### src/rtl/ultrasonic_echo_meter.sv
// Ultrasonic ranger controller: fires a trigger pulse, times the echo in microseconds
// and converts it on the fly into a three-digit BCD distance in centimetres.
module ultrasonic_echo_meter #(
    parameter int unsigned TRIG_US     = 10,
    parameter int unsigned WAIT_US     = 30000,
    parameter int unsigned MAX_ECHO_US = 25000,
    parameter int unsigned US_PER_CM   = 58
) (
    input  logic       clk,
    input  logic       reset_p,
    input  logic       clk_usec,
    input  logic       start,
    input  logic       echo,
    output logic       trig,
    output logic       busy,
    output logic       done,
    output logic       timeout,
    output logic [3:0] cm1,
    output logic [3:0] cm10,
    output logic [3:0] cm100
);

    localparam int unsigned SubW = (US_PER_CM > 1) ? $clog2(US_PER_CM) : 1;
    localparam logic [SubW-1:0] SubLast = SubW'(US_PER_CM - 1);
    localparam logic [14:0] TrigLast = 15'(TRIG_US - 1);
    localparam logic [14:0] WaitLast = 15'(WAIT_US - 1);
    localparam logic [14:0] EchoLast = 15'(MAX_ECHO_US - 1);

    typedef enum logic [2:0] {StIdle, StTrig, StWaitEcho, StMeasure, StDone} state_e;

    state_e state_q, state_d;

    logic [1:0]      echo_sync_q;
    logic            echo_prev_q, echo_rise_q, echo_fall_q;
    logic [14:0]     usec_q, usec_d;
    logic [SubW-1:0] sub_q, sub_d;
    logic [3:0]      w1_q, w1_d, w10_q, w10_d, w100_q, w100_d;
    logic [3:0]      inc1, inc10, inc100;
    logic [3:0]      cm1_q, cm1_d, cm10_q, cm10_d, cm100_q, cm100_d;
    logic            timeout_q, timeout_d;
    logic            count_tick;

    // Edges are registered so rise and fall see the same pipeline delay.
    always_ff @(posedge clk or posedge reset_p) begin
        if (reset_p) begin
            echo_sync_q <= 2'b00;
            echo_prev_q <= 1'b0;
            echo_rise_q <= 1'b0;
            echo_fall_q <= 1'b0;
        end else begin
            echo_sync_q <= {echo_sync_q[0], echo};
            echo_prev_q <= echo_sync_q[1];
            echo_rise_q <= echo_sync_q[1] & ~echo_prev_q;
            echo_fall_q <= ~echo_sync_q[1] & echo_prev_q;
        end
    end

    // Decimal increment of the working distance, holding at 999.
    always_comb begin
        inc1   = w1_q;
        inc10  = w10_q;
        inc100 = w100_q;
        if (!(w100_q == 4'd9 && w10_q == 4'd9 && w1_q == 4'd9)) begin
            if (w1_q == 4'd9) begin
                inc1 = 4'd0;
                if (w10_q == 4'd9) begin
                    inc10  = 4'd0;
                    inc100 = w100_q + 4'd1;
                end else begin
                    inc10 = w10_q + 4'd1;
                end
            end else begin
                inc1 = w1_q + 4'd1;
            end
        end
    end

    always_comb begin
        state_d    = state_q;
        usec_d     = usec_q;
        sub_d      = sub_q;
        w1_d       = w1_q;
        w10_d      = w10_q;
        w100_d     = w100_q;
        cm1_d      = cm1_q;
        cm10_d     = cm10_q;
        cm100_d    = cm100_q;
        timeout_d  = timeout_q;
        count_tick = 1'b0;

        unique case (state_q)
            StIdle: begin
                if (start) begin
                    usec_d    = '0;
                    sub_d     = '0;
                    w1_d      = 4'd0;
                    w10_d     = 4'd0;
                    w100_d    = 4'd0;
                    timeout_d = 1'b0;
                    state_d   = StTrig;
                end
            end
            StTrig: begin
                if (clk_usec) begin
                    if (usec_q == TrigLast) begin
                        usec_d  = '0;
                        state_d = StWaitEcho;
                    end else begin
                        usec_d = usec_q + 15'd1;
                    end
                end
            end
            StWaitEcho: begin
                // A tick coinciding with the detected rise belongs to the echo,
                // mirroring the fall edge dropping its coincident tick.
                if (echo_rise_q) begin
                    state_d    = StMeasure;
                    usec_d     = clk_usec ? 15'd1 : 15'd0;
                    count_tick = clk_usec;
                end else if (clk_usec) begin
                    if (usec_q == WaitLast) begin
                        timeout_d = 1'b1;
                        cm1_d     = 4'd0;
                        cm10_d    = 4'd0;
                        cm100_d   = 4'd0;
                        state_d   = StDone;
                    end else begin
                        usec_d = usec_q + 15'd1;
                    end
                end
            end
            StMeasure: begin
                if (echo_fall_q) begin
                    cm1_d   = w1_q;
                    cm10_d  = w10_q;
                    cm100_d = w100_q;
                    state_d = StDone;
                end else if (clk_usec) begin
                    if (usec_q == EchoLast) begin
                        timeout_d = 1'b1;
                        cm1_d     = 4'd0;
                        cm10_d    = 4'd0;
                        cm100_d   = 4'd0;
                        state_d   = StDone;
                    end else begin
                        usec_d     = usec_q + 15'd1;
                        count_tick = 1'b1;
                    end
                end
            end
            StDone: begin
                state_d = StIdle;
            end
            default: begin
                state_d = StIdle;
            end
        endcase

        if (count_tick) begin
            if (sub_q == SubLast) begin
                sub_d  = '0;
                w1_d   = inc1;
                w10_d  = inc10;
                w100_d = inc100;
            end else begin
                sub_d = sub_q + 1'b1;
            end
        end
    end

    always_ff @(posedge clk or posedge reset_p) begin
        if (reset_p) begin
            state_q   <= StIdle;
            usec_q    <= '0;
            sub_q     <= '0;
            w1_q      <= 4'd0;
            w10_q     <= 4'd0;
            w100_q    <= 4'd0;
            cm1_q     <= 4'd0;
            cm10_q    <= 4'd0;
            cm100_q   <= 4'd0;
            timeout_q <= 1'b0;
        end else begin
            state_q   <= state_d;
            usec_q    <= usec_d;
            sub_q     <= sub_d;
            w1_q      <= w1_d;
            w10_q     <= w10_d;
            w100_q    <= w100_d;
            cm1_q     <= cm1_d;
            cm10_q    <= cm10_d;
            cm100_q   <= cm100_d;
            timeout_q <= timeout_d;
        end
    end

    assign trig    = (state_q == StTrig);
    assign busy    = (state_q != StIdle);
    assign done    = (state_q == StDone);
    assign timeout = timeout_q;
    assign cm1     = cm1_q;
    assign cm10    = cm10_q;
    assign cm100   = cm100_q;

endmodule
### config.mk
export PLATFORM = sky130hd
export DESIGN_NAME = ultrasonic_echo_meter
export DESIGN_NICKNAME = d
export VERILOG_FILES = /design/src/rtl/ultrasonic_echo_meter.sv
export SDC_FILE = /design/constraint.sdc
export NUM_CORES = 1
export LEC_CHECK = 0
export BUFFER_PORTS_ARGS = -buffer_cell sky130_fd_sc_hd__clkbuf_2
export CORE_AREA = 10 10 86 88
export CTS_BUF_LIST = sky130_fd_sc_hd__clkbuf_4
export DETAILED_ROUTE_END_ITERATION = 8
export DIE_AREA = 0 0 96 98
export PLACE_DENSITY = 0.77
export SLEW_MARGIN = 10
export SYNTH_ARGS = -nofsm -noshare
export SYNTH_HDL_FRONTEND = slang
export SYNTH_SLANG_ARGS = --single-unit
### constraint.sdc
create_clock -name clk -period 2.75 [get_ports clk]
set_clock_uncertainty 0.1 [all_clocks]
set_input_delay 0.55 -clock clk [delete_from_list [all_inputs] [get_ports clk]]
set_output_delay 0.55 -clock clk [all_outputs]
set_load 0.01 [all_outputs]
==> key figures, run 1 <==
Run status
  – Status: completed

STA
  – Final period util: 94.79%
  – Fin. max-slew vios: 0
  – RSZ-0062 raised after global routing: no
  – Final hold viol count: 0
  – Setup TNS: 0 ns
  – Tmin final: 2.607 ns
  – Peak Freq: 0.3836 GHz
  – Rel. slew slack: 54.94%
  – Worst-Margin Slew: 0.6759 ns
  – Setup violators final: 0

Clock network
  – Reg clk slew, reported paths: 0.17 ns
  – Longest Clk Path Bufs: 2
  – TritonCTS clock tree: yes
  – Postcts setup bufs: 0
  – Post_cts resized: 0
  – CTS H-tree depth: 2
  – Worst-Skew Late Latency: 0.39 ns
  – Hold_buf cts: 0
  – Clk root buf: clkbuf_4
  – Total CTS buffers: 5
  – Clk sinks: 54

Global routing
  – Initial antenna violation count: 0
  – First-pass GRT wire length: 11670 um
  – Maximum number of pins on one net before global-route repair: 55
  – GRT overflow: 0
  – GR Util All Layers: 14.97%
  – Vias in the first global route: 2379

Floorplanning
  – Initial core utilization: 54.77%
  – CORE AREA: 5746 um2
  – Std-Cell Rows: 28
  – Die area: 9408 um2
  – DIE HEIGHT: 98 um
  – IO Count: 21
  – DIE WIDTH: 96 um

Route
  – Vias/cell: 6.021
  – Vias: 2553
  – DRT iter0 DRCs: 249
  – Drt first pass iters: 4
  – Post-DRT Antenna Nets: 0
  – Post-DR wirelength/cell: 15.80 um
  – Routed WL: 6699 um
  – DRC Markers: 0

Synthesis
  – Syn nets: 340
  – Synthesized cell area: 3147 um2
  – EDFF count, synth: 0
  – Post-synthesis cell count: 329
  – Ys flop type: dfrtp_1
  – Yosys warns: 0
  – Syn Area/Cell: 9.565 um2
  – Fraction of registers with async set/reset: 100.0%
  – Yosys reg bits: 54
  – Register area share after synthesis: 42.94%
  – Distinct cells, synth: 61

Power
  – P_leak: 1.445 nW
  – Sw Ratio: 40.85%
  – Cell Int Power: 1.365 mW
  – Sequential share of power: 41.4%
  – Clock network fraction of total power: 16.1%
  – VDD IR max: 625.8 uV
  – Power Dens Cells: 678.0 nW/um2
  – Combinational share of power: 42.6%
  – Net Sw Power: 0.9425 mW

Cells and area
  – Ant. Diodes: 0
  – Layout cell share with drive strength beyond 1: 16.05%
  – Most frequent cells in the layout: 54 x dfrtp_1, 21 x inv_1, 20 x clkbuf_2
  – # fillers: 499
  – Syn-to-layout area delta: 8.151%
  – Commonest non-fill, non-tap cell in the layout: dfrtp_1
  – Finished layout cell area: 3403 um2
  – Layout Nets: 359

Run
  – MaxCap Viol Count: 0

Place
  – IO Port Bufs: 20
  – GPL Wtd Cong: 0.9093
  – Post-DP Area: 3343 um2
  – Placed wire-length estimate: 4714 um

Worst setup path
  – Flop-to-flop setup slack: 0.14 ns
  – Type of destination of the critical path: flip-flop
  – Crit path DAT: 2.78 ns
  – Critical Path Start Type: flip-flop
  – Crit-path max FO: 9
  – Worst Path Required: 2.93 ns
  – Crit Path Class: reg2reg

Min path
  – Hold Path Class: in2reg
-- sequential cells by signal (all words and copies together) (netlist names) --
register	count
cm1	4
cm10	4
cm100	4
echo_fall_q	1
echo_prev_q	1
echo_rise_q	1
echo_sync_q	2
state_q	3
sub_q	6
timeout	1
usec_q	15
w100_q	4
w10_q	4
w1_q	4
-- final timing paths --
check                                  to           start  cells past startpoint
max                             usec_q[9]       usec_q[1]                      7
min                        echo_sync_q[0]            echo                      1
max reg2reg                     usec_q[9]       usec_q[1]                      7
min reg2reg                echo_sync_q[1]  echo_sync_q[0]                      0
max in group asynchronous     echo_fall_q         reset_p                      3
min in group asynchronous        cm100[2]         reset_p                      3
-- logic make-up after synthesis --
| family | Yosys count | synth area share [%] |
|---|---|---|
| mux | 5 | 1.749 |
| fa+ha+maj | 6 | 2.386 |
| simple gates | 128 | 23.38 |
| buf+inv | 41 | 6.083 |
| flops | 54 | 42.94 |
| compound gates | 95 | 23.46 |
-- area by class of cell --
cell class,count,area [um2],area share [%]
Tap cell,75,93.84,2.757
Clock buffer,5,37.54,1.103
Clock inverter,3,20.02,0.5882
Inverter,23,86.33,2.537
Timing Repair Buffer,30,200.2,5.882
Sequential cell,54,1351,39.71
Multi-Input combinational cell,234,1614,47.43
-- synth_stat cells, types with 3 or more instances --
| cell | instances | area [um2] |
|---|---|---|
| o211ai_1 | 7 | 52.55 |
| o221ai_1 | 3 | 26.28 |
| clkbuf_1 | 8 | 30.03 |
| o22ai_1 | 3 | 18.77 |
| a22o_1 | 19 | 166.4 |
| o21ai_0 | 3 | 15.01 |
| or3_1 | 8 | 50.05 |
| mux2i_1 | 4 | 40.04 |
| buf_6 | 3 | 33.78 |
| nand3b_1 | 4 | 30.03 |
| a211oi_1 | 4 | 30.03 |
| o31ai_1 | 4 | 30.03 |
| a31oi_1 | 3 | 18.77 |
| nor4_1 | 6 | 37.54 |
| and2_1 | 4 | 25.02 |
| or2_2 | 5 | 31.28 |
| a21o_1 | 3 | 22.52 |
| nand2b_1 | 3 | 18.77 |
| nand4_1 | 4 | 25.02 |
| a21oi_1 | 8 | 40.04 |
| buf_2 | 3 | 15.01 |
| nand2_1 | 20 | 75.07 |
| nor2_1 | 19 | 71.32 |
| inv_1 | 22 | 82.58 |
| nor3b_1 | 3 | 22.52 |
| nor3_1 | 8 | 40.04 |
| nor2b_1 | 6 | 37.54 |
| nand3_1 | 18 | 90.09 |
| or4_1 | 5 | 37.54 |
| dfrtp_1 | 54 | 1351 |
| o21ai_1 | 12 | 60.06 |
| nand4bb_1 | 3 | 33.78 |
| a211o_1 | 8 | 70.07 |
| ha_1 | 6 | 75.07 |
| o21bai_1 | 3 | 22.52 |
-- power groups by stage --
stage / logic [mW] / clock network (mW) / registers [mW]
after floorplan: 0.773 / 0 / 0.918
after global placement: 0.954 / 0 / 0.963
after detailed placement: 0.971 / 0 / 0.968
after CTS: 0.977 / 0.382 / 0.953
after global routing: 1.08 / 0.415 / 0.972
final: 0.982 / 0.370 / 0.955
-- metrics by stage --
| step | std cells | hold slack [ns] | power [mW] | setup WS [ns] | util (%) |
|---|---|---|---|---|---|
| CTS | 424 | 0.1357 | 2.311 | 0.06964 | 59.19 |
| detailed placement | 416 | 0.2347 | 1.938 | 0.1072 | 58.19 |
| finish | 424 | 0.1492 | 2.307 | 0.1432 | 59.23 |
| floorplan | 329 | 0.2312 | 1.691 | 0.3001 | - |
| global placement | 416 | 0.2349 | 1.917 | 0.1876 | 58.19 |
| global route | 424 | 0.1221 | 2.469 | 0.01159 | 59.23 |
-- metal layers --
metal  global-route usage, %  share of wire (%)
met5                       0                  0
met2                   21.54                 47
met3                   3.369                4.9
met4                   4.767                1.1
met1                   21.48                 47
-- critical path, cell delays in order (launching register included) --
cell and delay, ns:
dfrtp_1 0.45, inv_1 0.09, ha_1 0.13, or4b_1 0.48
o41ai_4 0.43, and2_1 0.41, nor3_2 0.18, a22o_1 0.23
(Power assumes the default switching activity.)
==> run 2: changes to the inputs <==
--- a/config.mk
+++ b/config.mk
@@ -6,10 +6,10 @@
 export NUM_CORES = 1
 export LEC_CHECK = 0
 export BUFFER_PORTS_ARGS = -buffer_cell sky130_fd_sc_hd__clkbuf_2
-export CORE_AREA = 10 10 86 88
+export CORE_AREA = 10 10 78 97
 export CTS_BUF_LIST = sky130_fd_sc_hd__clkbuf_4
 export DETAILED_ROUTE_END_ITERATION = 8
-export DIE_AREA = 0 0 96 98
+export DIE_AREA = 0 0 88 107
 export PLACE_DENSITY = 0.77
 export SLEW_MARGIN = 10
 export SYNTH_ARGS = -nofsm -noshare
==> run 2 against run 1 <==
Sequential share of layout area fell by 0.45 points; largest power group unchanged; non-clock buffer count up 3; highest routed layer unchanged; critical endpoint is now w10_q[2]; global-route usage rose by 0.23 points; core utilization grew 1.1 points; routed wire length up 4.0%.
==> key figures, run 2 (synthesis results as in run 1) <==
Route
  – DRC Markers: 0
  – Routed WL: 6966 um
  – Post-DRT Antenna Nets: 0
  – Drt first pass iters: 4
  – Post-DR wirelength/cell: 16.67 um
  – Vias/cell: 6.352
  – Vias: 2655
  – DRT iter0 DRCs: 218

Cells and area
  – Layout Nets: 362
  – # fillers: 504
  – Largest regs: usec_q: 15 flops, sub_q: 6 flops
  – Ant. Diodes: 0
  – Finished layout cell area: 3442 um2
  – Register Area: 1351 um2
  – Biggest register: usec_q
  – Most frequent cells in the layout: 54 x dfrtp_1, 21 x inv_1, 20 x clkbuf_2
  – Syn-to-layout area delta: 9.384%
  – Commonest non-fill, non-tap cell in the layout: dfrtp_1
  – Area occupied by multi-input gates: 1614 um2
  – Max reg flops: 15
  – Layout cell share with drive strength beyond 1: 17.05%
  – Layout Utilization: 60.37%

Power
  – Sw Ratio: 39.45%
  – Sequential share of power: 39.6%
  – VDD IR max: 396.4 uV
  – Clock network fraction of total power: 19.4%
  – Cell Int Power: 1.457 mW
  – Net Sw Power: 0.9495 mW
  – P_leak: 1.477 nW
  – Power Dens Cells: 699.3 nW/um2
  – Combinational share of power: 41.0%

Worst setup path
  – Type of destination of the critical path: flip-flop
  – Slowest-stage cell, CP: or4_4
  – Crit-path max FO: 18
  – Most frequent cell on the critical path: or4_4
  – Crit path DAT: 2.86 ns
  – Worst Path Required: 2.98 ns
  – CP cell instances: or4_4 -> or4_4 -> a21oi_4 -> or2_2 -> a31o_1
  – Max stage delay on crit path: 0.59 ns
  – Crit Path Class: reg2reg
  – Critical Path Start Type: flip-flop

Global routing
  – GR Util All Layers: 15.20%
  – First-pass GRT wire length: 11970 um
  – GRT overflow: 0
  – Vias in the first global route: 2560
  – Initial antenna violation count: 0
  – Maximum number of pins on one net before global-route repair: 24

Floorplanning
  – IO Count: 21
  – Die area: 9416 um2
  – DIE WIDTH: 88 um
  – CORE AREA: 5702 um2
  – Std-Cell Rows: 31
  – Initial core utilization: 55.19%
  – DIE HEIGHT: 107 um

Min path
  – Hold Path Class: in2async

STA
  – Setup TNS: 0 ns
  – Worst-Margin Slew: 0.5731 ns
  – RSZ-0062 raised after global routing: no
  – Final period util: 95.66%
  – Setup violators final: 0
  – Peak Freq: 0.3801 GHz
  – Hold slack: 0.04917 ns
  – Final hold viol count: 0
  – Tmin final: 2.631 ns
  – Rel. slew slack: 61.59%
  – Fin. max-slew vios: 0

Clock network
  – CTS H-tree depth: 2
  – Longest Clk Path Bufs: 2
  – Clk root buf: clkbuf_4
  – Clk sinks: 54
  – Postcts setup bufs: 0
  – Worst-Skew Late Latency: 0.38 ns
  – Reg clk slew, reported paths: 0.17 ns
  – Hold_buf cts: 0
  – Post_cts resized: 0
  – Total CTS buffers: 5
  – TritonCTS clock tree: yes

Place
  – GPL Wtd Cong: 0.8427
  – Placed wire-length estimate: 4987 um
  – IO Port Bufs: 20
  – Post-DP Area: 3354 um2

Run status
  – Status: completed

Run
  – MaxCap Viol Count: 0
==> run 2: cell types whose count changed in the layout (fill, tap and decap cells not counted) <==
cell,change
clkinvlp_4,-1
clkinv_4,+1
bufinv_16,+1
clkinv_1,-1
buf_4,+3
==> run 2: routing by layer <==
metal / vias up / wire [um] / track usage, %
li1: 1273 / - / -
met1: 1311 / 3104 / 19.75
met2: 63 / 3455 / 24.84
met3: 8 / 320 / 2.424
met4: 0 / 85 / 5.137
met5: - / 0 / 0
==> run 2: final cells by class <==
| cell class | count | area share, % |
|---|---|---|
| sequential | 54 | 39.26 |
| multi-input combinational | 234 | 46.89 |
| clock buffer | 5 | 1.091 |
| timing repair buffer | 33 | 6.470 |
| tap | 66 | 2.399 |
| clock inverter | 3 | 1.381 |
| inverter | 23 | 2.508 |
==> run 2: final timing paths <==
kind	start	end	slack (ns)	cells past startpoint
min in group clk	echo	echo_sync_q[0]	0.18	1
min reg2reg	echo_sync_q[0]	echo_sync_q[1]	0.27	0
max in group asynchronous	reset_p	w100_q[3]	1.87	3
min	reset_p	usec_q[0]	0.05	2
max reg2reg	usec_q[12]	w10_q[2]	0.12	5
max	usec_q[12]	w10_q[2]	0.12	5
==> run 2: critical path: cells and delay by family, from the launching register on <==
family,cells,cell delay [ns]
and+or+nand+nor,3,1.41
AOI/OAI and AO/OA,2,0.59
DFF,1,0.48
==> run 2: stage by stage <==
step                      setup WS (ns)  std cells  total power, mW
after floorplan                  0.3001        329            1.691
after global placement           0.1819        410            1.916
after detailed placement         0.1114        410            1.947
after CTS                       0.09156        418            2.407
after global routing            0.04418        418            2.552
final                            0.1193        418            2.407
==> run 2: power by group through the flow <==
stage / combinational (mW) / sequential [mW] / clock, mW
2_1_floorplan: 0.773 / 0.918 / 0
3_3_place_gp: 0.955 / 0.960 / 0
3_5_place_dp: 0.982 / 0.966 / 0
4_1_cts: 0.984 / 0.951 / 0.473
5_1_grt: 1.09 / 0.967 / 0.500
6_report: 0.986 / 0.953 / 0.468
==> run 3: changes to the inputs <==
--- a/config.mk
+++ b/config.mk
@@ -5,7 +5,7 @@
 export SDC_FILE = /design/constraint.sdc
 export NUM_CORES = 1
 export LEC_CHECK = 0
-export BUFFER_PORTS_ARGS = -buffer_cell sky130_fd_sc_hd__clkbuf_2
+export BUFFER_PORTS_ARGS = -buffer_cell sky130_fd_sc_hd__buf_2
 export CORE_AREA = 10 10 78 97
 export CTS_BUF_LIST = sky130_fd_sc_hd__clkbuf_4
 export DETAILED_ROUTE_END_ITERATION = 8
==> run 3 against run 2 <==
Core utilization is essentially flat; critical endpoint is now usec_q[0]; sequential power is essentially flat; combinational power is essentially flat; clock-buffer cell count grew 1; via count shrank 1.1%; routed wire length shrank 2.5%; critical path depth grew 2; register-to-register slack is essentially flat; design area is essentially flat; setup slack gained 0.010 ns; die area is the same.
==> key figures, run 3 (synthesis results as in run 1) <==
Cells and area
  – Max reg flops: 15
  – Most frequent cells in the layout: 54 x dfrtp_1, 21 x inv_1, 20 x buf_2
  – Layout Utilization: 60.32%
  – Syn-to-layout area delta: 9.304%
  – Commonest non-fill, non-tap cell in the layout: dfrtp_1
  – Layout Nets: 362
  – Layout cell share with drive strength beyond 1: 17.05%
  – Largest regs: usec_q: 15 flops, sub_q: 6 flops
  – Biggest register: usec_q
  – Ant. Diodes: 0

Route
  – Drt first pass iters: 4
  – Routed WL: 6794 um
  – Vias: 2625
  – Post-DR wirelength/cell: 16.25 um
  – Post-DRT Antenna Nets: 0
  – DRC Markers: 0
  – Vias/cell: 6.280
  – DRT iter0 DRCs: 186

Worst setup path
  – Worst Path Required: 2.92 ns
  – Cell family with most CP delay: simple AND/OR/NAND/NOR gates
  – Crit-path max FO: 7
  – Worst R2R Start: usec_q[1]
  – Worst setup path start: usec_q[1]
  – Crit Path Class: reg2reg
  – Buf/Inv on CP: 1
  – Type of destination of the critical path: flip-flop
  – Critical Path Start Type: flip-flop
  – Max stage delay on crit path: 0.49 ns
  – Crit path DAT: 2.79 ns
  – CP cell instances: inv_1 -> ha_1 -> or4b_1 -> o41ai_4 -> and2_1 -> o22ai_1 -> mux2_4
  – Slowest-stage cell, CP: or4b_1

Clock network
  – Clk sinks: 54
  – Longest Clk Path Bufs: 2
  – Worst-Skew Late Latency: 0.38 ns
  – Clk root buf: clkbuf_4
  – Hold_buf cts: 0
  – Reg clk slew, reported paths: 0.16 ns
  – TritonCTS clock tree: yes
  – CTS H-tree depth: 2
  – Total CTS buffers: 5

Floorplanning
  – Std-Cell Rows: 31
  – Initial core utilization: 55.19%
  – CORE AREA: 5702 um2
  – IO Count: 21
  – DIE WIDTH: 88 um
  – DIE HEIGHT: 107 um
  – Die area: 9416 um2

STA
  – Fin. max-slew vios: 0
  – Tmin final: 2.620 ns
  – Setup violators final: 0
  – Setup TNS: 0 ns
  – Peak Freq: 0.3816 GHz
  – Final setup margin: 0.1297 ns
  – RSZ-0062 raised after global routing: no
  – Final hold viol count: 0
  – Final period util: 95.28%
  – Rel. slew slack: 62.20%
  – Worst-Margin Slew: 0.5639 ns

Global routing
  – Vias in the first global route: 2623
  – GRT overflow: 0
  – Initial antenna violation count: 0
  – First-pass GRT wire length: 12160 um
  – Maximum number of pins on one net before global-route repair: 31
  – GR Util All Layers: 15.33%

Power
  – P_leak: 1.484 nW
  – Power Dens Cells: 696.2 nW/um2
  – Final Power: 2.395 mW
  – VDD IR max: 442.1 uV

Place
  – Dpl ws: 0.1013 ns
  – IO Port Bufs: 20
  – Placed wire-length estimate: 4921 um
  – GPL Wtd Cong: 0.8521

Min path
  – Hold Path Class: in2async

Run status
  – Status: completed

Run
  – MaxCap Viol Count: 0
==> run 3: worst paths after layout <==
check,endpoint,slack (ns),depth (start not counted)
min in group clk,echo_sync_q[0],0.18,1
max reg2reg,usec_q[0],0.13,7
min reg2reg,echo_sync_q[1],0.26,0
max in group asynchronous,w10_q[3],1.91,3
max,usec_q[0],0.13,7
min,usec_q[1],0.09,2
==> run 3: area by class of cell <==
| type | count | area [um2] |
|---|---|---|
| multi-input cells | 234 | 1614 |
| flip-flops and latches | 54 | 1351 |
| fillers | 499 | 2262 |
| clock buffers | 6 | 45.04 |
| well taps | 66 | 82.58 |
| inverters | 23 | 86.33 |
| clock inverters | 2 | 37.54 |
| repair buffers | 33 | 222.7 |
==> run 3: metrics by stage <==
step | instance area [um2] | cells | hold slack, ns
floorplan | 3147 | 329 | 0.2312
global placement | 3354 | 410 | 0.2339
detailed placement | 3354 | 410 | 0.2347
CTS | 3437 | 418 | 0.1146
global route | 3440 | 418 | 0.1400
finish | 3440 | 418 | 0.08843
==> run 3: per-layer routing <==
| layer | vias to the layer above | global-route usage (%) | part of all wire (%) |
|---|---|---|---|
| met5 | - | 0 | 0 |
| met4 | 0 | 5.594 | 1.6 |
| met3 | 10 | 3.106 | 3.2 |
| met2 | 49 | 24.32 | 50 |
| met1 | 1296 | 20.00 | 45 |
| li1 | 1270 | - | - |
==> run 3: what timing repair did <==
action,CTS,global route
setup buffers,0,0
gates resized for setup,0,1
endpoints found under the setup margin,0,6
==> run 3: power breakdown <==
| part | internal, mW | total [mW] | switching (mW) |
|---|---|---|---|
| Sequential | 0.849 | 0.955 | 0.106 |
| Clock | 0.202 | 0.455 | 0.253 |
| Combinational | 0.410 | 0.984 | 0.574 |
